<file path="config.mk">
export PLATFORM = sky130hd
export DESIGN_NAME = uart_price_frame_ctrl
export DESIGN_NICKNAME = d
export VERILOG_FILES = /design/src/rtl/uart_price_frame_ctrl.sv
export SDC_FILE = /design/constraint.sdc
export NUM_CORES = 1
export LEC_CHECK = 0
export BUFFER_PORTS_ARGS = -buffer_cell sky130_fd_sc_hd__buf_2
export CORE_MARGIN = 1
export CORE_UTILIZATION = 55
export DETAILED_ROUTE_END_ITERATION = 8
export GPL_ROUTABILITY_DRIVEN = 0
export PLACE_DENSITY_LB_ADDON = 0.15
export SLEW_MARGIN = 20
export SYNTH_ARGS = -nofsm -noshare
export SYNTH_HDL_FRONTEND = slang
export SYNTH_SLANG_ARGS = --single-unit
export TNS_END_PERCENT = 10
</file>
<file path="constraint.sdc">
create_clock -name clk -period 5.9 [get_ports clk]
set_input_delay 1.18 -clock clk [delete_from_list [all_inputs] [get_ports clk]]
set_output_delay 1.18 -clock clk [all_outputs]
set_load 0.02 [all_outputs]
</file>
<file path="src/rtl/uart_price_frame_ctrl.sv">
// uart_price_frame_ctrl
// Receive-side sequencer between the UART RX FIFO and the trading core.
// Pops bytes under a one-pop-per-two-cycles handshake, hunts for HEADER,
// assembles a big-endian 16-bit price and hands it over as a one-cycle
// price_valid pulse. A stalled frame is aborted after TIMEOUT_CYCLES idle
// cycles.
//
// Build option: define PRICE_FRAME_CKSUM_EN for the 4-byte frame
// (HEADER, hi, lo, hi^lo). Without it the frame is 3 bytes (HEADER, hi, lo),
// there is no checksum stage and frame_err only reports timeouts.
module uart_price_frame_ctrl #(
  parameter logic [7:0] HEADER         = 8'hA5,
  parameter int         TIMEOUT_CYCLES = 100000,
  parameter int         ERR_CNT_W      = 8
) (
  input  logic                 clk,
  input  logic                 rst,
  input  logic                 enable,
  input  logic                 rx_empty,
  input  logic [7:0]           rx_data,
  output logic                 rd_uart,
  output logic [15:0]          price_out,
  output logic                 price_valid,
  output logic                 frame_err,
  output logic [ERR_CNT_W-1:0] err_count,
  output logic [15:0]          frame_count,
  output logic                 busy
);

  // The idle counter only has to count up to TIMEOUT_CYCLES-1; the abort
  // fires on the cycle that would take it to TIMEOUT_CYCLES.
  localparam int            TW       = (TIMEOUT_CYCLES > 1) ? $clog2(TIMEOUT_CYCLES) : 1;
  localparam logic [TW-1:0] TMO_LAST = TW'(TIMEOUT_CYCLES - 1);

  typedef enum logic [2:0] {
    HUNT,
    HI,
    LO,
    CK,
    EMIT
  } state_t;

  state_t                 state_q, state_d;
  logic [7:0]             hiByte_q, hiByte_d;
`ifdef PRICE_FRAME_CKSUM_EN
  logic [7:0]             loByte_q, loByte_d;
`endif
  logic [TW-1:0]          timeoutCnt_q, timeoutCnt_d;
  logic [15:0]            priceOut_q, priceOut_d;
  logic                   priceValid_q, priceValid_d;
  logic                   frameErr_q, frameErr_d;
  logic [ERR_CNT_W-1:0]   errCount_q, errCount_d;
  logic [15:0]            frameCount_q, frameCount_d;
  logic                   cooldown_q;

  logic                   pop;
  logic                   inFrame;
  logic                   accept;
  logic                   abort;
  logic [15:0]            acceptPrice;

  // A pop is allowed only one cycle after the previous one so the FIFO
  // empty flag has time to reflect the consumed byte.
  assign pop     = enable & ~rx_empty & ~cooldown_q & ~rst;
  assign rd_uart = pop;
  assign inFrame = (state_q == HI) || (state_q == LO) || (state_q == CK);

  // Next-state logic: byte sequencing, idle timeout, and the accept/abort
  // bookkeeping that both end a frame and return to HUNT.
  always_comb begin
    state_d      = state_q;
    hiByte_d     = hiByte_q;
`ifdef PRICE_FRAME_CKSUM_EN
    loByte_d     = loByte_q;
`endif
    timeoutCnt_d = timeoutCnt_q;
    priceOut_d   = priceOut_q;
    priceValid_d = 1'b0;
    frameErr_d   = 1'b0;
    errCount_d   = errCount_q;
    frameCount_d = frameCount_q;
    accept       = 1'b0;
    abort        = 1'b0;
    acceptPrice  = {hiByte_q, rx_data};

    case (state_q)
      HUNT: begin
        timeoutCnt_d = '0;
        if (pop && (rx_data == HEADER)) begin
          state_d = HI;
        end
      end
      HI: begin
        if (pop) begin
          hiByte_d = rx_data;
          state_d  = LO;
        end
      end
      LO: begin
        if (pop) begin
`ifdef PRICE_FRAME_CKSUM_EN
          loByte_d = rx_data;
          state_d  = CK;
`else
          accept      = 1'b1;
          acceptPrice = {hiByte_q, rx_data};
`endif
        end
      end
`ifdef PRICE_FRAME_CKSUM_EN
      CK: begin
        if (pop) begin
          if (rx_data == (hiByte_q ^ loByte_q)) begin
            accept      = 1'b1;
            acceptPrice = {hiByte_q, loByte_q};
          end else begin
            abort = 1'b1;
          end
        end
      end
`endif
      EMIT: begin
        timeoutCnt_d = '0;
        state_d      = HUNT;
      end
      default: begin
        timeoutCnt_d = '0;
        state_d      = HUNT;
      end
    endcase

    // A pop on the expiry cycle wins: the byte is processed, no abort.
    if (inFrame) begin
      if (pop) begin
        timeoutCnt_d = '0;
      end else if (enable) begin
        if (timeoutCnt_q == TMO_LAST) begin
          abort = 1'b1;
        end else begin
          timeoutCnt_d = timeoutCnt_q + TW'(1);
        end
      end
    end

    if (accept) begin
      state_d      = EMIT;
      priceOut_d   = acceptPrice;
      priceValid_d = 1'b1;
      frameCount_d = frameCount_q + 16'd1;
      timeoutCnt_d = '0;
    end

    if (abort) begin
      state_d      = HUNT;
      timeoutCnt_d = '0;
      frameErr_d   = 1'b1;
      if (errCount_q != '1) begin
        errCount_d = errCount_q + ERR_CNT_W'(1);
      end
    end
  end

  // State and output registers with synchronous reset.
  always_ff @(posedge clk) begin
    if (rst) begin
      state_q      <= HUNT;
      hiByte_q     <= '0;
`ifdef PRICE_FRAME_CKSUM_EN
      loByte_q     <= '0;
`endif
      timeoutCnt_q <= '0;
      priceOut_q   <= '0;
      priceValid_q <= 1'b0;
      frameErr_q   <= 1'b0;
      errCount_q   <= '0;
      frameCount_q <= '0;
      cooldown_q   <= 1'b0;
    end else begin
      state_q      <= state_d;
      hiByte_q     <= hiByte_d;
`ifdef PRICE_FRAME_CKSUM_EN
      loByte_q     <= loByte_d;
`endif
      timeoutCnt_q <= timeoutCnt_d;
      priceOut_q   <= priceOut_d;
      priceValid_q <= priceValid_d;
      frameErr_q   <= frameErr_d;
      errCount_q   <= errCount_d;
      frameCount_q <= frameCount_d;
      cooldown_q   <= pop;
    end
  end

  assign price_out   = priceOut_q;
  assign price_valid = priceValid_q;
  assign frame_err   = frameErr_q;
  assign err_count   = errCount_q;
  assign frame_count = frameCount_q;
  assign busy        = (state_q != HUNT);

endmodule
</file>
==> results.txt, run 1 <==
The run finished with clean final reports. The dominant cell type by count on the critical path was sky130_fd_sc_hd__buf_2. The worst setup path is of the in2out kind. During synthesis, Yosys emitted a total of 0 warnings. Number of flops mapped to enable cells by yosys: 0. The cell with the largest stage delay on the worst path is sky130_fd_sc_hd__or4b_1. From synthesis to final layout, the design area changed by 15.3%. Clock root buffer master: sky130_fd_sc_hd__clkbuf_8. The classification of the worst-slack hold path was reg2reg.

The ratio of total power to cell area is 244 nW/um^2. The worst hold path passes through 2 cells. The buffer count from post-CTS setup fixing is 0, and the flip-flop and latch count after synthesis is 71.

The floorplan step defined a die boundary enclosing 6020 um^2. Setup repair after global routing left no endpoint under its margin. Width of the chip: 77.6 um. The total stage count of the critical path is 4, and the final-stage net count is 427. The detailed-routing iteration count for the pre-antenna-repair pass was 4.

Overall power consumption after layout is estimated at 884 uW. The final critical delay including setup and external delays is 3.86 ns, and the overall global routing resource usage is 0.235. The logs give 3.12 mm for the routed length on met2 and 132 for the number of violations reported at the end of detailed-routing iteration 0. TritonCTS built the clock tree.

The clock net in this run drives a total of 71 sinks. The critical path contains buffers and inverters numbering 3 combined. Broken down by cell family, the worst path's largest delay share belongs to simple AND/OR/NAND/NOR gates. The clock passes through at most 2 buffers.

The logs give 54 for the pin count of the biggest net entering global routing and 0 ns for the final-layout setup total negative slack. Detailed routing inserted a total of 2,797 vias. The async set-reset flop share out of synthesis was 0; the total core area was 5510 um^2. The number of antenna diodes in the final layout is 0. Clock-pin slew was measured on the worst setup and hold paths at 0.08 ns. The tools report the tightest slew margin relative to the limit as 0.395.

The critical path's largest stage delay is 0.74 ns. Required time at the endpoint of the critical path: 4.72 ns. For the proportion of synthesized chip area in sequential cells, the log shows 0.453.

The peak ir drop on the vdd network is 0.172 mV, and the final routed wirelength across all metal layers is 6.67 mm. Global routing finished with a remaining overflow of 0. In the routed design, unresolved DRC markers number 0. In this run the core area contains 27 standard-cell rows. Synthesized area per cell: 8.65 um^2. The logs give 0.452 ns for the worst slack on hold paths and 4.54 mm for the HPWL after detailed placement. In this run the tool buffered the top-level ports with 55 buffer cells. For the global-route wire length before repair, the log shows 11.2 mm. Gates resized during post-CTS repair numbered 0.

For this block, wires on met1 add up to 3.11 mm. STA classifies the critical path startpoint as an input pin. Traced cell by cell, the critical path runs through buf_2, or4b_1, inv_1, buf_2. Final critical-path share of the clock period: 0.654. Synthesis produced a netlist with a net count of 378.

The number of hold-slack violations in the final timing report is 0, and the post-synthesis cell area is 3140 um^2. TritonCTS created 9 clock buffers. The number of antenna violations at the first check in global routing came out at 0. Final standard cell area without fillers: 3620 um^2. The clock arrives with 0.00797 ns of skew. In this run the worst path has a maximum fanout of 53. Setup violations remaining at the end of the flow were counted as 0.

For the pin with the worst max-slew slack, the measured transition is 0.907 ns. The via density per instance came out at 5.72. The count of pins over their slew limit came out at 0.

Max-cap violations in this run came to 0. The tools report the maximum achievable frequency as 0.259 GHz. The layout has 476 filler cells.

The run gives 292 um as the met3 wire length. Clock network latency to the later pin of the worst-skew pair: 0.35 ns. The placed standard-cell area is 3420 um^2, and the final design utilization is 0.658.

Critical path endpoint category: an output pin. Synthesis instantiated 53 different standard cells from the library. In the synthesized netlist the dominant register cell turns out to be sky130_fd_sc_hd__dfxtp_1. The detail route stage leaves a number of antenna-violating nets equal to 0.

The fraction of layout instances using a drive strength above 1 was 0.199. After detailed routing, the average wire length per cell comes to 13.6 um. For this design the top-level I/O count stands at 56. The logs give 2,450 for the via count of the first global-routing pass and 0.570 for the effective utilization at floorplan.

The clock tree synthesis step divided the H-tree into 3 levels. The number of standard cells after synthesis is 363, and the die span in y is 77.6 um. Top metal layer carrying routed signals: met4. The count of hold buffers inserted by post-cts repair was 0. Data arrives at the worst endpoint at 2.68 ns. The number of cells on the worst reg-to-reg path is 6, and the standby leakage power is 0.00137 uW.
-- tightest hold or removal path: cells and delay by family (launching register included) --
kind | cells | cell delay [ns]
simple gates | 1 | 0.05
compound gates | 1 | 0.05
flops | 1 | 0.31
-- final timing paths --
kind                      start              end  slack (ns)
setup / recovery            rst          rd_uart        2.04
hold / removal    price_out[13]    price_out[13]        0.45
setup reg to reg     cooldown_q  frame_count[14]        3.20
hold reg to reg   price_out[13]    price_out[13]        0.45
-- state kept, by name, summed over array words and instances, names as in the netlist --
signal / cells
hiByte_q: 8
err_count: 8
timeoutCnt_q: 17
price_out: 16
cooldown_q: 1
frame_err: 1
price_valid: 1
state_q: 3
frame_count: 16
-- area by class of cell --
| class | instances | area [um^2] | area share |
|---|---|---|---|
| flip-flops and latches | 71 | 1420 | 0.393 |
| well taps | 72 | 90.1 | 0.0249 |
| inverters | 6 | 25.0 | 0.00691 |
| clock buffers | 9 | 124 | 0.0342 |
| repair buffers | 55 | 275 | 0.0760 |
| multi-input cells | 269 | 1610 | 0.445 |
| clock inverters | 7 | 72.6 | 0.0200 |
-- report_power, final --
group          switching [uW]  internal, uW  total [uW]
clock                     191           196         387
sequential             0.0701           479         479
combinational            13.5          4.82        18.4
total                     205           679         884
-- synth_stat cells, drive strengths merged (2+ instances only) --
cell | number | area [um^2]
or3 | 10 | 62.6
inv | 6 | 25.0
xor2 | 12 | 105
nor3 | 7 | 40.0
ha | 3 | 37.5
mux2i | 8 | 80.1
or4 | 7 | 52.6
and4 | 6 | 52.6
o211ai | 3 | 22.5
and3 | 4 | 25.0
and2 | 2 | 12.5
or4b | 2 | 23.8
a31oi | 3 | 18.8
o31ai | 6 | 45.0
buf | 7 | 42.5
nand4 | 15 | 109
or2 | 2 | 12.5
or4bb | 2 | 22.5
o21ai | 7 | 35.0
nor2 | 33 | 124
o21a | 2 | 15.0
nor4 | 6 | 58.8
clkbuf | 10 | 38.8
dfxtp | 71 | 1420
nand3 | 17 | 97.6
nand2b | 4 | 25.0
xnor2 | 5 | 43.8
a21oi | 34 | 170
nand2 | 56 | 210
-- metal layers --
| metal | vias to the layer above | GRT usage |
|---|---|---|
| met4 | 0 | 0.136 |
| met2 | 72 | 0.360 |
| met3 | 11 | 0.0435 |
| met1 | 1309 | 0.307 |
| met5 | - | 0 |
| li1 | 1405 | - |
-- kinds of logic (layout without fill, tap and decap cells) --
| family | after synthesis | in the layout | share of synthesized area |
|---|---|---|---|
| compound gates | 63 | 63 | 0.120 |
| xor+xnor | 17 | 17 | 0.0474 |
| fa+ha+maj | 3 | 3 | 0.0120 |
| buf+inv | 23 | 77 | 0.0339 |
| flops | 71 | 71 | 0.453 |
| mux | 8 | 8 | 0.0255 |
| simple gates | 178 | 178 | 0.309 |
-- placed cells by master, fill, tap and decap left out, types with 2 or more instances in the layout --
master                       Yosys  layout
sky130_fd_sc_hd__nand2_1        56      56
sky130_fd_sc_hd__a31oi_1         3       3
sky130_fd_sc_hd__xnor2_1         5       5
sky130_fd_sc_hd__and2_1          2       2
sky130_fd_sc_hd__or2_2           2       2
sky130_fd_sc_hd__o211ai_1        3       3
sky130_fd_sc_hd__or3_1          10      10
sky130_fd_sc_hd__clkbuf_8        0       9
sky130_fd_sc_hd__nor4_1          4       4
sky130_fd_sc_hd__xor2_1         12      12
sky130_fd_sc_hd__clkinvlp_4      0       2
sky130_fd_sc_hd__mux2i_1         8       8
sky130_fd_sc_hd__a21oi_1        34      34
sky130_fd_sc_hd__nor2_1         33      33
sky130_fd_sc_hd__inv_1           5       5
sky130_fd_sc_hd__dfxtp_1        71      71
sky130_fd_sc_hd__nand4_1        14      14
sky130_fd_sc_hd__o21ai_0         7       7
sky130_fd_sc_hd__o31ai_1         6       6
sky130_fd_sc_hd__nor3_1          6       6
sky130_fd_sc_hd__ha_1            3       3
sky130_fd_sc_hd__clkinv_2        0       2
sky130_fd_sc_hd__buf_2           4      55
sky130_fd_sc_hd__or4bb_1         2       2
sky130_fd_sc_hd__or4_1           7       7
sky130_fd_sc_hd__nand2b_1        4       4
sky130_fd_sc_hd__nand3_1        16      16
sky130_fd_sc_hd__and4_1          6       6
sky130_fd_sc_hd__o21a_1          2       2
sky130_fd_sc_hd__and3_1          4       4
-- stage by stage --
stage               setup slack, ns  cells
floorplan                      2.62    363
detailed placement             1.81    473
CTS                            2.04    489
global route                   1.93    489
global placement               1.85    473
finish                         2.04    489
No activity file was read; power rests on OpenSTA's default activity.
==> inputs of run 2 (changes only) <==
==> constraint.sdc (replaced) <==
create_clock -name clk -period 3.8 [get_ports clk]
set_input_delay 0.76 -clock clk [delete_from_list [all_inputs] [get_ports clk]]
set_output_delay 0.76 -clock clk [all_outputs]
set_load 0.02 [all_outputs]
==> run 2 against run 1 <==
Compared with the run above:
- worst hold slack about the same
- via count down 0.97%
- power up 58%
- clock skew up 0.0039 ns
- routed wire length down 1.9%
- cell area up 0.97%
- die area unchanged
- clock power up 61%
- clock-buffer cell count up 3
- global-route usage down 0.29 points
- sequential power up 55%
- highest routed layer unchanged
- first-iteration DRC count down 11%
==> results.txt, run 2 (synthesis results as in run 1) <==
The run finished with clean final reports. The end point of the worst hold path was price_out[11] (was price_out[13]). The final critical-path share of the clock period is 0.743, and the global-route wire length before repair is 11.1 mm (was 11.2 mm). The count of hold buffers inserted by post-cts repair was 0 (unchanged); the width of the chip was 77.6 um (unchanged).

The via density per instance came out at 5.63 (was 5.72). The clock root buffer master is sky130_fd_sc_hd__clkbuf_8 (unchanged). The number of cells on the worst reg-to-reg path was 6 (unchanged); the number of antenna repair diodes was 0 (unchanged). The ratio of total power to cell area was 382 nW/um^2 (was 244 nW/um^2); the effective utilization at floorplan was 0.570 (unchanged).

Final-stage net count: 430 (was 427). The tools report the end of the worst register-to-register path as err_count[5] (was frame_count[14]). The tools report the buffer count from post-CTS setup fixing as 0 (unchanged).

The run gives 5 (was 4) as the detailed-routing iteration count for the pre-antenna-repair pass. Final design utilization: 0.664 (was 0.658). The tools report the startpoint type of the worst setup path as an input pin (unchanged). The antenna violation net count after detailed routing was 0 (unchanged); the overall global routing resource usage was 0.232 (was 0.235). The count of pins over their slew limit came out at 0 (unchanged). For the final routed wirelength across all metal layers, the log shows 6.54 mm (was 6.67 mm).

Setup repair after global routing left no endpoint under its margin. The flop-to-flop setup slack was 1.20 ns (was 3.20 ns). The tools report the HPWL after detailed placement as 4.35 mm (was 4.54 mm). TritonCTS built the clock tree.

The logs give 0 (unchanged) for the max-capacitance violation count and 0.0119 ns (was 0.00797 ns) for the final clock skew. The clock transition at the register clock pins on the worst setup and hold paths after CTS was 0.07 ns (was 0.08 ns). The tools report the number of instances resized during post-cts repair as 0 (unchanged).

Commonest non-fill, non-tap cell in the layout: sky130_fd_sc_hd__dfxtp_1 (unchanged). The flip-flop count of the largest register, all copies and words added was 17 (unchanged). The peak ir drop on the vdd network is 0.330 mV (was 0.172 mV). Number of port buffers: 55 (unchanged). The final worst-path setup slack came out at 0.977 ns (was 2.04 ns). The count of cells along the worst hold path is 2 (unchanged). Kind of critical path: in2out (unchanged). The standby leakage power was 0.00139 uW (was 0.00137 uW). Number of antenna violations at the first check in global routing: 0 (unchanged). The post-place setup slack came out at 0.710 ns (was 1.81 ns). The pin count of the biggest net entering global routing is 53 (was 54). The routed wirelength normalized by instance count works out to 13.3 um (was 13.6 um). The number of buffers inserted during clock tree synthesis came out at 9 (unchanged).

Maximum clock path buffer count: 2 (unchanged). The worst endpoint data arrival time is 2.06 ns (was 2.68 ns). The number of sinks handled by clock tree synthesis was 71 (unchanged). Critical path endpoint category: an output pin (unchanged). The number of violations reported at the end of detailed-routing iteration 0 was 118 (was 132); the layout filler cell count was 483 (was 476). The register bank with the most flops is timeoutCnt_q (unchanged). The final standard cell area without fillers is 3660 um^2 (was 3620 um^2), and the number of rows in the core area is 27 (unchanged). The tools report the final number of setup-violating endpoints as 0 (unchanged).

The fraction of layout instances using a drive strength above 1 was 0.202 (was 0.199); the number of top-level pins was 56 (unchanged). Pin slew with the least headroom to its limit: 0.718 ns (was 0.907 ns). The residual DRC count is 0 (unchanged), and the maximum fanout along the worst path is 18 (was 53). The leftover overflow at the end of global routing is 0 (unchanged). The clock network latency to the later pin of the worst-skew pair is 0.34 ns (was 0.35 ns), and the number of hold-slack violations in the final timing report is 0 (unchanged). The classification of the worst-slack hold path is reg2reg (unchanged). For this run, the top clock speed supported by timing is 0.354 GHz. Commonest cells after routing, fill and taps aside: 71 x sky130_fd_sc_hd__dfxtp_1, 56 x sky130_fd_sc_hd__nand2_1, 55 x sky130_fd_sc_hd__buf_2 (unchanged). Floorplan die area: 6020 um^2 (unchanged).

Placed standard-cell area: 3450 um^2 (was 3420 um^2). The layout overhead on the synthesized area came out at 16.4% (was 15.3%). The worst reg2reg path startpoint is timeoutCnt_q[0] (was cooldown_q).

Start point of the worst hold path: price_out[11] (was price_out[13]). For the via count of the first global-routing pass, the log shows 2,452 (was 2,450). The total number of vias was 2,770 (was 2,797). The tightest slew margin relative to the limit was 0.517 (was 0.395); the final critical delay including setup and external delays was 2.82 ns. The final-layout setup total negative slack was 0 ns (unchanged); the required time at the endpoint of the critical path was 3.04 ns (was 4.72 ns).

The die span in y was 77.6 um (unchanged); the total core area was 5510 um^2 (unchanged). The number of levels the H-tree was split into came out at 3 (unchanged).
==> run 2: worst max-delay path, cell delays in order <==
cell,delay [ns]
sky130_fd_sc_hd__buf_2,0.29
sky130_fd_sc_hd__or4b_1,0.63
sky130_fd_sc_hd__inv_1,0.18
sky130_fd_sc_hd__buf_2,0.19
==> run 2: report_power, final <==
group          total (uW)  switching (uW)  internal (uW)
sequential            744           0.124            744
combinational        29.4            21.3           8.15
clock                 623             283            340
==> run 2: per-layer routing <==
| layer | up-vias | routed length (um) | GRT usage | share of wire |
|---|---|---|---|---|
| li1 | 1407 | - | - | - |
| met1 | 1277 | 3140 | 0.308 | 0.48 |
| met2 | 76 | 2940 | 0.344 | 0.45 |
| met3 | 10 | 327 | 0.0494 | 0.050 |
| met4 | 0 | 127 | 0.136 | 0.019 |
| met5 | - | 0 | 0 | 0 |
==> run 2: worst max path at each step <==
stage            from               to  slack, ns  cells past startpoint
2_1_floorplan     rst  frame_count[12]       1.10                      9
3_3_place_gp   enable  frame_count[14]       0.76                      7
3_5_place_dp   enable  frame_count[12]       0.71                      7
4_1_cts        enable          rd_uart       0.99                      4
5_1_grt        enable          rd_uart       0.93                      4
6_report       enable          rd_uart       0.98                      4
==> run 2: final cells by class <==
cell class | count | area, um^2 | area share
repair buffers | 58 | 298 | 0.0815
multi-input cells | 269 | 1610 | 0.441
clock buffers | 12 | 155 | 0.0424
well taps | 72 | 90.1 | 0.0246
clock inverters | 4 | 53.8 | 0.0147
inverters | 6 | 25.0 | 0.00684
flip-flops and latches | 71 | 1420 | 0.389
==> run 2: per-stage QoR <==
stage                     instances  hold slack [ns]  power (uW)
after floorplan                 363            0.431         779
final                           492            0.452        1400
after global routing            492            0.471        1460
after detailed placement        476            0.443         791
after CTS                       492            0.453        1410
after global placement          476            0.440         790
==> inputs of run 3 (changes only) <==
--- a/config.mk
+++ b/config.mk
@@ -7,7 +7,7 @@
 export LEC_CHECK = 0
 export BUFFER_PORTS_ARGS = -buffer_cell sky130_fd_sc_hd__buf_2
 export CORE_MARGIN = 1
-export CORE_UTILIZATION = 55
+export CORE_UTILIZATION = 50
 export DETAILED_ROUTE_END_ITERATION = 8
 export GPL_ROUTABILITY_DRIVEN = 0
 export PLACE_DENSITY_LB_ADDON = 0.15
==> constraint.sdc (replaced) <==
create_clock -name clk -period 2.33 [get_ports clk]
set_input_delay 0.466 -clock clk [delete_from_list [all_inputs] [get_ports clk]]
set_output_delay 0.466 -clock clk [all_outputs]
set_load 0.02 [all_outputs]
==> run 3 against run 2 <==
Compared with the run above:
- flip-flop and latch count stayed put
- global-route usage down 0.53 points
- clock-buffer cell count is 2 lower
- clock power is 96% higher
- register-to-register slack got worse by 1.1 ns
- cell area increased by 5.8%
- utilization fell by 1.8 points
- via count increased by 1.2%
- worst hold slack got worse by 0.070 ns
- non-clock buffer count increased by 20
- sequential power up 63%
- sequential share of layout area decreased by 2.1 points
- largest cell class unchanged
- highest routed layer unchanged
==> results.txt, run 3 (synthesis results as in run 1) <==
The maximum fanout along the worst path is 7 (was 18). Critical path endpoint category: a flop (was an output pin). The worst path buffer plus inverter count came out at 1 (was 3). The tools report the count of pins over their slew limit as 0 (unchanged). Worst reg2reg path startpoint: timeoutCnt_q[8] (was timeoutCnt_q[0]).

Classification of the worst-slack hold path: in2reg (was reg2reg). The kind of critical path is reg2reg (was in2out). The residual DRC count came out at 0 (unchanged). Setup repair after global routing left no endpoint under its margin.

The switching part of the total power was 0.205 (was 0.218). The die span in y is 81.3 um (was 77.6 um). The logs give 508 uW (was 304 uW) for the power spent charging and discharging nets and 56 (unchanged) for the number of top-level pins.

The final critical-path share of the clock period works out to 0.959. The peak ir drop on the vdd network was 0.462 mV (was 0.330 mV); the final standard cell area without fillers was 3870 um^2 (was 3660 um^2). Number of antenna violations at the first check in global routing: 0 (unchanged). Startpoint type of the worst setup path: a flop (was an input pin). The run gives 4.79 mm (was 4.35 mm) as the HPWL after detailed placement. The layout filler cell count was 526 (was 483); the critical path's largest stage delay was 0.57 ns (was 0.63 ns). The leftover overflow at the end of global routing was 0 (unchanged); the number of placed instances with taps included was 498 (was 476). Total number of vias: 2,804 (was 2,770). The global-route wire length before repair came out at 11.4 mm (was 11.1 mm). The flow ran to the end, and the final reports show no timing, DRC or antenna violations. Timing startpoint of the critical path: timeoutCnt_q[8] (was enable). The number of port buffers was 55 (unchanged). TritonCTS built the clock tree.

The tools report the maximum achievable frequency as 0.448 GHz. The width of the chip works out to 81.3 um (was 77.6 um). Start point of the worst hold path: rx_data[5] (was price_out[11]).

The layout overhead on the synthesized area was 23.2% (was 16.4%). Multi-input logic area: 1630 um^2 (was 1610 um^2). The clock root buffer master was sky130_fd_sc_hd__clkbuf_8 (unchanged). Cell family with the largest share of critical-path delay: simple AND/OR/NAND/NOR gates (was buffers and inverters).

The final standard cell count with taps included and fillers excluded is 516 (was 492), and the clock transition at the register clock pins on the worst setup and hold paths after CTS is 0.07 ns (about the same). The run gives 0.576 (was 0.517) as the tightest slew margin relative to the limit. The tools report the part of the power in registers as 0.488 (was 0.533). The worst endpoint data arrival time is 2.49 ns (was 2.06 ns). Commonest cells after routing, fill and taps aside: 70 x sky130_fd_sc_hd__dfxtp_1, 56 x sky130_fd_sc_hd__nand2_1, 55 x sky130_fd_sc_hd__buf_2 (was 71 x sky130_fd_sc_hd__dfxtp_1, 56 x sky130_fd_sc_hd__nand2_1, 55 x sky130_fd_sc_hd__buf_2). The number of rows in the core area was 28 (was 27); the detailed-routing iteration count for the pre-antenna-repair pass was 4 (was 5). The standby leakage power came out at 0.00152 uW (was 0.00139 uW). The max-capacitance violation count was 0 (unchanged); the maximum clock path buffer count was 2 (unchanged). The fraction of layout instances using a drive strength above 1 came out at 0.247 (was 0.202). The worst path in the final design needs a cycle of 2.23 ns, including I/O delays and setup. The final number of setup-violating endpoints was 0 (unchanged). Commonest non-fill, non-tap cell in the layout: sky130_fd_sc_hd__dfxtp_1 (unchanged). Floorplan die area: 6600 um^2 (was 6020 um^2). The final routed wirelength across all metal layers came out at 6.99 mm (was 6.54 mm). Placed standard-cell area: 3590 um^2 (was 3450 um^2). The sequential cell area was 1420 um^2 (about the same).

The internal portion of total power was 1980 uW (was 1090 uW); the clock network latency to the later pin of the worst-skew pair was 0.34 ns (about the same). The logs give 5990 um^2 (was 5510 um^2) for the total core area and 451 (was 430) for the final-stage net count. The run gives 132 (was 118) as the number of violations reported at the end of detailed-routing iteration 0. Final worst-path setup slack: 0.0955 ns (was 0.977 ns). The number of levels the H-tree was split into was 3 (unchanged). The run gives 71 (unchanged) as the number of sinks handled by clock tree synthesis. The combinational share of power came out at 0.021 (about the same).

The logs give 0 (unchanged) for the count of hold buffers inserted by post-cts repair and 0.226 (was 0.232) for the overall global routing resource usage. The run gives 0.0438 ns (was 0.710 ns) as the post-place setup slack. The via density per instance works out to 5.43 (was 5.63). The run gives 0.524 (was 0.570) as the effective utilization at floorplan.

The routed wirelength normalized by instance count was 13.6 um (was 13.3 um); the number of antenna repair diodes was 0 (unchanged). The run gives 9 (unchanged) as the number of buffers inserted during clock tree synthesis. The pin slew with the least headroom to its limit is 0.634 ns (was 0.718 ns). The antenna violation net count after detailed routing came out at 0 (unchanged). The cell with the largest stage delay on the worst path is sky130_fd_sc_hd__or4b_4 (was sky130_fd_sc_hd__or4b_1).

The final clock skew is 0.0114 ns (was 0.0119 ns), and the number of hold-slack violations in the final timing report is 0 (unchanged). For the pin count of the biggest net entering global routing, the log shows 52 (was 53). The flip-flop count of the largest register, all copies and words added is 17 (unchanged). The register bank with the most flops is timeoutCnt_q (unchanged). For the required time at the endpoint of the critical path, the log shows 2.59 ns (was 3.04 ns).

The via count of the first global-routing pass came out at 2,527 (was 2,452). The run gives 0.491 (was 0.446) as the clock group share of total power. Cells along the critical path: or4b_4, or4_1, buf_4, nand2_1, nand3_1, a31oi_1 (was buf_2, or4b_1, inv_1, buf_2). Ratio of total power to cell area: 642 nW/um^2 (was 382 nW/um^2).
## run 3: final timing paths
kind / end / slack (ns) / depth (start not counted)
max: timeoutCnt_q[8] / 0.1 / 6
max reg2reg: timeoutCnt_q[8] / 0.1 / 6
min: price_out[5] / 0.38 / 3
min reg2reg: price_out[14] / 0.45 / 2
## run 3: final cells by class
cell class | count | share of cell area
Timing Repair Buffer | 78 | 0.116
Inverter | 6 | 0.00647
Clock buffer | 10 | 0.0356
Tap cell | 75 | 0.0243
Sequential cell | 71 | 0.368
Multi-Input combinational cell | 270 | 0.420
Clock inverter | 6 | 0.0298
## run 3: repair_timing
item                                    in CTS  in global routing
setup buffers                                0                  1
endpoints found under the setup margin       0                  2
gates resized for setup                      0                  2
## run 3: through the flow
step           utilization  hold WS, ns  total power [uW]  setup TNS [ns]
2_1_floorplan            -        0.431              1270          -0.228
5_1_grt              0.646        0.384              2570               0
3_5_place_dp         0.600        0.444              1290               0
6_report             0.646        0.382              2480               0
3_3_place_gp         0.600        0.439              1290               0
4_1_cts              0.642        0.372              2510               0
## run 3: power groups by stage
stage	sequential (uW)	combinational (uW)	clock (uW)
floorplan	1240	29.6	0
global placement	1240	51.2	0
detailed placement	1240	51.6	0
CTS	1210	51.5	1240
global route	1210	56.6	1300
finish	1210	51.4	1220
## run 3: routing by layer
layer | vias up | wire length, um | global-route usage
met5 | - | 0 | 0
met4 | 0 | 61 | 0.109
met3 | 4 | 259 | 0.0404
met2 | 52 | 3230 | 0.350
met1 | 1297 | 3440 | 0.303
li1 | 1451 | - | -
## run 3: worst min-delay path, cell delays in order
cell and delay, ns:
sky130_fd_sc_hd__buf_2 0.11, sky130_fd_sc_hd__nand2_1 0.05, sky130_fd_sc_hd__a21oi_1 0.05
